==> src/rtl/led_pkg.sv <==
// Shared types and constants for the LED pattern sequencer.
// Holds the pattern mode encoding and the fallback step period.
package led_pkg;

    typedef enum logic [1:0] {
        MODE_ROTL   = 2'd0,
        MODE_ROTR   = 2'd1,
        MODE_BOUNCE = 2'd2,
        MODE_FILL   = 2'd3
    } led_mode_e;

    // Clocks per step used when the runtime period input is zero.
    localparam int unsigned DEFAULT_PERIOD = 50000000;

endpackage

==> src/rtl/led_pattern_sequencer_step_prescaler.sv <==
// Step pacing for the LED pattern sequencer.
// Ports: clk, rst_n (async low), run, step_req (pulse),
//        period (0 = DEFAULT_PERIOD) -> step (one-cycle strobe).
module step_prescaler #(
    parameter int unsigned CNT_W          = 32,
    parameter int unsigned DEFAULT_PERIOD = 50000000
) (
    input  logic             clk,
    input  logic             rst_n,
    input  logic             run,
    input  logic             step_req,
    input  logic [CNT_W-1:0] period,
    output logic             step
);

    localparam logic [CNT_W-1:0] DEF_P = CNT_W'(DEFAULT_PERIOD);
    localparam logic [CNT_W-1:0] ONE   = CNT_W'(1);

    logic [CNT_W-1:0] cnt_q;
    logic [CNT_W-1:0] cnt_d;
    logic [CNT_W-1:0] per_eff;
    logic             req_q;
    logic             hit;

    assign per_eff = (period == '0) ? DEF_P : period;

    // >= rather than == so a period lowered below the current
    // count fires at once instead of wrapping the counter.
    assign hit = (cnt_q >= (per_eff - ONE));

    always_comb begin
        cnt_d = cnt_q;
        step  = 1'b0;
        if (run) begin
            if (hit) begin
                cnt_d = '0;
                step  = 1'b1;
            end else begin
                cnt_d = cnt_q + ONE;
            end
        end else begin
            // Paused: counter holds, a registered request steps once.
            step = req_q;
        end
    end

    always_ff @(posedge clk or negedge rst_n) begin
        if (!rst_n) begin
            cnt_q <= '0;
            req_q <= 1'b0;
        end else begin
            cnt_q <= cnt_d;
            // Requests taken while running are dropped here.
            req_q <= step_req & ~run;
        end
    end

endmodule

==> src/rtl/led_pattern_sequencer.sv <==
// N-bit LED pattern sequencer: rotate left/right, bounce, fill/drain.
// Ports: clk, rst_n, run, step_req, mode[1:0], period -> leds, tick, dir.
module led_pattern_sequencer #(
    parameter int unsigned N_LEDS         = 8,
    parameter int unsigned CNT_W          = 32,
    parameter int unsigned DEFAULT_PERIOD = led_pkg::DEFAULT_PERIOD
) (
    input  logic              clk,
    input  logic              rst_n,
    input  logic              run,
    input  logic              step_req,
    input  logic [1:0]        mode,
    input  logic [CNT_W-1:0]  period,
    output logic [N_LEDS-1:0] leds,
    output logic              tick,
    output logic              dir
);

    import led_pkg::*;

    localparam logic [N_LEDS-1:0] LED0 = N_LEDS'(1);

    logic [N_LEDS-1:0] leds_q;
    logic [N_LEDS-1:0] leds_d;
    logic              dir_q;
    logic              dir_d;
    logic              tick_q;
    led_mode_e         mode_q;
    led_mode_e         mode_d;
    led_mode_e         mode_in;
    logic              step;

    step_prescaler #(
        .CNT_W          (CNT_W),
        .DEFAULT_PERIOD (DEFAULT_PERIOD)
    ) u_presc (
        .clk      (clk),
        .rst_n    (rst_n),
        .run      (run),
        .step_req (step_req),
        .period   (period),
        .step     (step)
    );

    assign mode_in = led_mode_e'(mode);

    always_comb begin
        leds_d = leds_q;
        dir_d  = dir_q;
        mode_d = mode_q;
        if (step) begin
            if (mode_in != mode_q) begin
                // Mode change: restart from LED0, no move this step.
                leds_d = LED0;
                dir_d  = 1'b0;
                mode_d = mode_in;
            end else if (leds_q == '0 && mode_q != MODE_FILL) begin
                // Blank bank is only legal in fill/drain; recover.
                leds_d = LED0;
                dir_d  = 1'b0;
            end else begin
                unique case (mode_q)
                    MODE_ROTL: begin
                        leds_d = {leds_q[N_LEDS-2:0], leds_q[N_LEDS-1]};
                    end
                    MODE_ROTR: begin
                        leds_d = {leds_q[0], leds_q[N_LEDS-1:1]};
                    end
                    MODE_BOUNCE: begin
                        if (!dir_q) begin
                            leds_d = {leds_q[N_LEDS-2:0], 1'b0};
                            if (leds_d[N_LEDS-1]) dir_d = 1'b1;
                        end else begin
                            leds_d = {1'b0, leds_q[N_LEDS-1:1]};
                            if (leds_d[0]) dir_d = 1'b0;
                        end
                    end
                    MODE_FILL: begin
                        if (!dir_q) begin
                            leds_d = {leds_q[N_LEDS-2:0], 1'b1};
                            if (&leds_d) dir_d = 1'b1;
                        end else begin
                            leds_d = {leds_q[N_LEDS-2:0], 1'b0};
                            if (leds_d == '0) dir_d = 1'b0;
                        end
                    end
                endcase
            end
        end
    end

    always_ff @(posedge clk or negedge rst_n) begin
        if (!rst_n) begin
            leds_q <= LED0;
            dir_q  <= 1'b0;
            tick_q <= 1'b0;
            mode_q <= MODE_ROTL;
        end else begin
            leds_q <= leds_d;
            dir_q  <= dir_d;
            tick_q <= step;
            mode_q <= mode_d;
        end
    end

    assign leds = leds_q;
    assign tick = tick_q;
    assign dir  = dir_q;

endmodule
==> config.mk <==
export PLATFORM = sky130hd
export DESIGN_NAME = led_pattern_sequencer
export DESIGN_NICKNAME = d
export VERILOG_FILES = /design/src/rtl/led_pkg.sv /design/src/rtl/led_pattern_sequencer_step_prescaler.sv /design/src/rtl/led_pattern_sequencer.sv
export SDC_FILE = /design/constraint.sdc
export NUM_CORES = 1
export LEC_CHECK = 0
export ABC_AREA = 1
export CAP_MARGIN = 20
export CELL_PAD_IN_SITES_DETAIL_PLACEMENT = 2
export CELL_PAD_IN_SITES_GLOBAL_PLACEMENT = 2
export CORE_MARGIN = 3
export CORE_UTILIZATION = 35
export DETAILED_ROUTE_END_ITERATION = 6
export PLACE_DENSITY_LB_ADDON = 0.3
export SLEW_MARGIN = 5
export SYNTH_ARGS = -nofsm -noshare
export SYNTH_HDL_FRONTEND = slang
export SYNTH_SLANG_ARGS = --single-unit
==> constraint.sdc <==
create_clock -name clk -period 3.1 [get_ports clk]
set_input_delay 0.465 -clock clk [delete_from_list [all_inputs] [get_ports clk]]
set_output_delay 0.465 -clock clk [all_outputs]
set_load 0.01 [all_outputs]
==> results.cfg, run 1 <==
[run_status]
status = did not finish
haltStage = 4_1_cts
tool.error = [ERROR DPL-0033] detailed placement checks failed during check placement.

[clock_tree]
clockBufferDepth = 2
numCtsBuffers = 5
post_cts_buffers = 35
post_cts_resized = 357
holdBufCountCts = 0
cts_root_buffer = clkbuf_16
cts_sinks = 45
htreeDepth = 2

[place]
dp_cells = 1003
hpwl_um = 19300
io_buffer_count = 47
gp_congestion = 0.857

[die]
die_h_um = 121
start_util_pct = 36.1
pin_count = 48
rows = 41
die_x_um = 121

[yosys]
synth_top_area_share_pct = 23.9
synth_area_um2 = 4610
yosysSeqAreaShare_pct = 24.4
synth_common_cells = 164 x nand2_1, 85 x inv_1, 78 x nor2_1
synth_area_leaders = dfrtp_1 24%, nand2_1 13%, ha_1 9.2%, inv_1 6.9%, nor2_1 6.3%
synth_nets = 755
synthArstFlopShare_pct = 100
synthCells = 683
synth-main-ff-cell = dfrtp_1
yosysTopAreaCell = dfrtp_1
syn_avg_cell_area_um2 = 6.75
synth_edf_count = 0
yosysMostFrequentCell = nand2_1
ys_warn_count = 0
ys_types = 41
synth-seq-cells = 45
[through the flow]
step / setup TNS, ns / hold WS, ns / utilization [%] / worst slack, ns / area [um2]
3_3_place_gp: -33.49 / 0.509 / 47.7 / -0.852 / 6100
2_1_floorplan: 0 / 0.169 / - / 0.00442 / 4620
3_5_place_dp: -59.71 / 0.566 / 47.7 / -1.53 / 6100
[cells by family after synthesis]
group	count (synthesis)	synth area share (%)
buffers and inverters	103	8.65
AO/OA/AOI/OAI	83	10.1
adder cells (fa/ha/maj)	34	9.22
flip-flops	45	24.4
AND/OR/NAND/NOR	378	40.0
XOR/XNOR	40	7.59
==> inputs of run 2 (changes only) <==
CELL_PAD_IN_SITES_DETAIL_PLACEMENT = not set   (was 2)
CELL_PAD_IN_SITES_GLOBAL_PLACEMENT = not set   (was 2)
CORE_UTILIZATION = 34   (was 35)
PLACE_DENSITY_LB_ADDON = 0.15   (was 0.3)
==> results.cfg, run 2 <==
[yosys]
synth-main-ff-cell = dfrtp_1
synthCells = 683
yosysSeqAreaShare_pct = 24.4
synth_edf_count = 0
synth-seq-cells = 45
yosysTopAreaCell = dfrtp_1
synthArstFlopShare_pct = 100
ys_types = 41
synth_area_um2 = 4610
synth_common_cells = 164 x nand2_1, 85 x inv_1, 78 x nor2_1
synth_top_area_share_pct = 23.9
synth_area_leaders = dfrtp_1 24%, nand2_1 13%, ha_1 9.2%, inv_1 6.9%, nor2_1 6.3%
synth_nets = 755
syn_avg_cell_area_um2 = 6.75
ys_warn_count = 0
yosysMostFrequentCell = nand2_1

[finish]
final_cell_mix = 134 x buf_4, 122 x nand2_1, 67 x inv_1
drive_gt1_share_pct = 48.7
final_core_util_pct = 60.3
antenna-diode-count = 0
syn2layout_area_growth_pct = 69.0
stdcell_area_um2 = 7800
largest_reg_flops = 32
mostFrequentLayoutCell = buf_4
nNetsFinal = 980
top_register = u_presc.cnt_q

[clock_tree]
numCtsBuffers = 5
clkLatencyLatePin_ns = 0.29
cts_sinks = 45
cts_root_buffer = clkbuf_16
htreeDepth = 2
path_clk_slew_ns = 0.06
clockBufferDepth = 2
cts_tree = built

[global_routing]
grt_pass1_vias = 5256
grt_pass1_wl_um = 25300
grt_max_degree = 46
antenna_found_initial = 0
grt_use_total_pct = 21.2
gr-total-overflow = 0

[route]
wire_per_inst_um = 15.4
drc = 0
drt_iter0_markers = 432
drt-total-wl_um = 16700
drtAntennaViolNets = 0
vias = 5525
detail_route.first_pass.iterations = 5
via_per_inst = 5.11

[run_status]
violations = negative setup slack
status = complete, but fails checks

[place]
gp_congestion = 0.880
placed_cell_area_um2 = 6040
io_buffer_count = 47
hpwl_um = 11500
pre_cts_ws_ns = -0.905

[sta]
post-route-period-util_pct = 103
final.min_clock_period_ns = 3.20
rsz0062_at_grt = yes
finalWorstSetupSlack_ns = -0.101
timing.fmax_mhz = 312
worst_pin_slew_ns = 0.569
setup_viol = 35
drv_slew = 0
clock-skew-final_ns = 0.00883
final_hold_viol_count = 0
timing.slew.headroom_pct = 62.1
finalSetupTns_ns = -1.86

[power]
leakagePower_nw = 3.55
ir_drop_mv = 0.210
p_per_area_nw_per_um2 = 328
p_total_w = 0.00256

[critical_path]
slowest_delay_ns = 0.29
worstSetupPathType = in2reg
cp_slowest_cell = a211oi_2
cp.required_ns = 3.28
cp-end-kind = register
critPathMaxFanout = 5
arrival_ns = 3.39
worstSetupStartpointType = input pin

[die]
die_area_um2 = 15000
die_h_um = 122
pin_count = 48
rows = 41
die_x_um = 122
core_um2 = 12900
start_util_pct = 35.7

[run]
maxCapViolations = 0

[worst_hold_path]
hp-class = in2async
==> run 2: cell counts after synthesis <==
No cell type changed its count.
==> run 2: worst paths after layout <==
| check | startpoint | end | slack (ns) | cells past startpoint |
|---|---|---|---|---|
| min in group clk | leds[0]$_DFFE_PN1P_ | leds[0]$_DFFE_PN1P_ | 0.52 | 2 |
| max | period[30] | mode_q[1]$_DFFE_PN0P_ | -0.10 | 28 |
| max reg2reg | u_presc.cnt_q[7]$_DFFE_PN0P_ | mode_q[1]$_DFFE_PN0P_ | 0.94 | 14 |
| max in group asynchronous | rst_n | u_presc.cnt_q[26]$_DFFE_PN0P_ | 2.42 | 2 |
| min | rst_n | leds[7]$_DFFE_PN0P_ | 0.16 | 1 |
| min reg2reg | leds[0]$_DFFE_PN1P_ | leds[0]$_DFFE_PN1P_ | 0.52 | 2 |
==> run 2: cell type report <==
class                      count  area [um2]
clock buffer                   6         129
timing repair buffer         225        1970
clock inverter                 2        15.0
multi-input combinational    536        3980
tap                          172         215
fill                        1168        5130
inverter                      95         362
sequential                    45        1130
==> run 2: worst max-delay path: cells and delay by family <==
kind            cells  cell delay [ns]
fa+ha+maj           1             0.25
simple gates       17             1.46
buf+inv             7             0.68
compound gates      3             0.53
==> run 2: stage by stage <==
step / cells / hold WS (ns)
final: 1081 / 0.164
after global placement: 996 / 0.514
after floorplan: 683 / 0.169
after CTS: 1061 / 0.387
after detailed placement: 996 / 0.522
after global routing: 1081 / 0.204
==> run 2: metal layers <==
| layer | GRT usage (%) | wire length [um] |
|---|---|---|
| met3 | 3.59 | 1060 |
| met2 | 35.4 | 8110 |
| met5 | 0 | 0 |
| met1 | 29.3 | 7320 |
| met4 | 3.50 | 163 |
==> run 2: where the power goes <==
part | internal (W) | switching, W
Sequential | 0.000693 | 0.000167
Combinational | 0.000563 | 0.000611
Clock | 0.000299 | 0.000226
==> run 2: logic make-up (layout without fill, tap and decap cells) <==
kind of cell	after synthesis	count (layout)	share of synthesized area (%)
compound gates	83	83	10.1
xor+xnor	40	40	7.59
fa+ha+maj	34	34	9.22
buf+inv	103	328	8.65
flops	45	45	24.4
simple gates	378	379	40.0
==> run 2: repair_timing <==
action | in CTS | in global routing
setup endpoints to repair | 44 | 44
gates cloned | 3 | 4
hold buffers | 0 | 0
resized for setup | 236 | 177
buffers inserted | 55 | 20
pin swaps | 59 | 87
Note: power is estimated with default switching activity, not from simulation.
==> inputs of run 3 (changes only) <==
CTS_BUF_LIST = sky130_fd_sc_hd__clkbuf_8   (was not set)
SLEW_MARGIN = 20   (was 5)
==> results.cfg, run 3 (same netlist as run 2, synthesis figures left out) <==
[run_status]
status = complete, but fails checks
violations = negative setup slack

[finish]
final_core_util_pct = 59.3
layout.cells.non_filler = 1078
drive_gt1_share_pct = 48.1
mostFrequentLayoutCell = buf_4
nNetsFinal = 977
final_cell_mix = 136 x buf_4, 118 x nand2_1, 68 x inv_1
stdcell_area_um2 = 7660
syn2layout_area_growth_pct = 66.1
antenna-diode-count = 0
top_register = u_presc.cnt_q
fillers = 1183
largest_reg_flops = 32

[place]
dp_cells = 996
gp_congestion = 0.880
io_buffer_count = 47
placed_cell_area_um2 = 6040
hpwl_um = 11500

[global_routing]
antenna_found_initial = 0
gr-total-overflow = 0
grt_max_degree = 46
grt_pass1_vias = 5280
grt_use_total_pct = 21.4
grt_pass1_wl_um = 25600

[die]
die_area_um2 = 15000
pin_count = 48
core_um2 = 12900
die_x_um = 122
rows = 41
start_util_pct = 35.7
die_h_um = 122

[route]
drt_iter0_markers = 402
vias = 5554
drtAntennaViolNets = 0
wire_per_inst_um = 15.8
via_per_inst = 5.15
drc = 0
drt-total-wl_um = 17000
detail_route.first_pass.iterations = 5

[clock_tree]
path_clk_slew_ns = 0.10
clockBufferDepth = 2
clkLatencyLatePin_ns = 0.32
cts_sinks = 45
cts_tree = built
holdBufCountCts = 0
htreeDepth = 2
numCtsBuffers = 5
cts_root_buffer = clkbuf_8

[sta]
worst_pin_slew_ns = 0.579
timing.fmax_mhz = 307
final_hold_viol_count = 0
drv_slew = 0
rsz0062_at_grt = yes
post-route-period-util_pct = 105
timing.slew.headroom_pct = 61.4
setup_viol = 41
clock-skew-final_ns = 0.0178
final.min_clock_period_ns = 3.26
finalWorstSetupSlack_ns = -0.159

[critical_path]
reg2reg_slack_ns = 0.92
cp.required_ns = 3.32
timing.rr.start = u_presc.cnt_q[7]$_DFFE_PN0P_
r2r_cells = 14
cp_slowest_cell = ha_1
worstSetupStartpointType = input pin
worstSetupPathType = in2reg
arrival_ns = 3.48
r2r-end = mode_q[1]$_DFFE_PN0P_
cp.buffers_inverters = 9
critPathMaxFanout = 5
critPathTopFamily = simple AND/OR/NAND/NOR gates
slowest_delay_ns = 0.25
cp-end-kind = register

[power]
ir_drop_mv = 0.208
leakagePower_nw = 3.50
p_per_area_nw_per_um2 = 310

[run]
maxCapViolations = 0

[worst_hold_path]
hp-class = in2async
==> run 3: cell types whose count changed in the layout (fill, tap and decap cells not counted), sizes merged <==
cell | previous run | this run
buf | 201 | 193
clkbuf | 16 | 20
clkinv | 0 | 1
==> run 3: worst max path at each step <==
| stage | startpoint | to | slack, ns | cells past startpoint |
|---|---|---|---|---|
| after floorplan | period[0] | mode_q[1]$_DFFE_PN0P_ | 0.004 | 22 |
| after global placement | period[27] | leds[4]$_DFFE_PN0P_ | -0.87 | 27 |
| after detailed placement | period[26] | leds[3]$_DFFE_PN0P_ | -0.91 | 27 |
| after CTS | period[2] | leds[3]$_DFFE_PN0P_ | -0.12 | 29 |
| after global routing | period[6] | mode_q[1]$_DFFE_PN0P_ | -0.34 | 25 |
| final | period[3] | mode_q[1]$_DFFE_PN0P_ | -0.16 | 27 |
==> run 3: cell type report <==
class	instances	area, um2	share of cell area [%]
inverters	95	374	4.88
repair buffers	222	1900	24.8
clock buffers	5	68.8	0.898
flip-flops and latches	45	1130	14.7
multi-input cells	536	3960	51.7
well taps	172	215	2.81
clock inverters	3	18.8	0.245
==> run 3: metal layers <==
layer  vias up  wire (um)  GRT usage [%]
li1       2701          -              -
met1      2700       7640           30.2
met2       137       8400           36.0
met3        16        801           2.58
met4         0        135           2.87
met5         -          0              0
==> run 3: what timing repair did <==
action,CTS,global route
cloned,3,4
resized for setup,228,174
setup endpoints to repair,44,44
setup buffers,48,23
pin swaps,56,82
==> run 3: power by group <==
group	internal [W]	total (W)	switching (W)
registers	0.000692	0.000856	0.000164
clock network	0.000156	0.000371	0.000215
logic	0.000540	0.00115	0.000606
total	0.00139	0.00237	0.000985
==> run 3: per-stage QoR <==
stage          hold slack [ns]  power [W]  TNS [ns]  setup WS (ns)
2_1_floorplan            0.169    0.00134         0        0.00442
3_3_place_gp             0.514    0.00168    -34.92         -0.872
3_5_place_dp             0.522    0.00171    -35.39         -0.905
4_1_cts                  0.352    0.00220     -2.97         -0.123
5_1_grt                  0.183    0.00256    -11.50         -0.342
6_report                 0.140    0.00237     -3.86         -0.159
==> inputs of run 4 (changes only) <==
CAP_MARGIN = 10   (was 20)
==> results of run 4 <==
No change in the layout: final DEF, timing and power equal those of run 3.
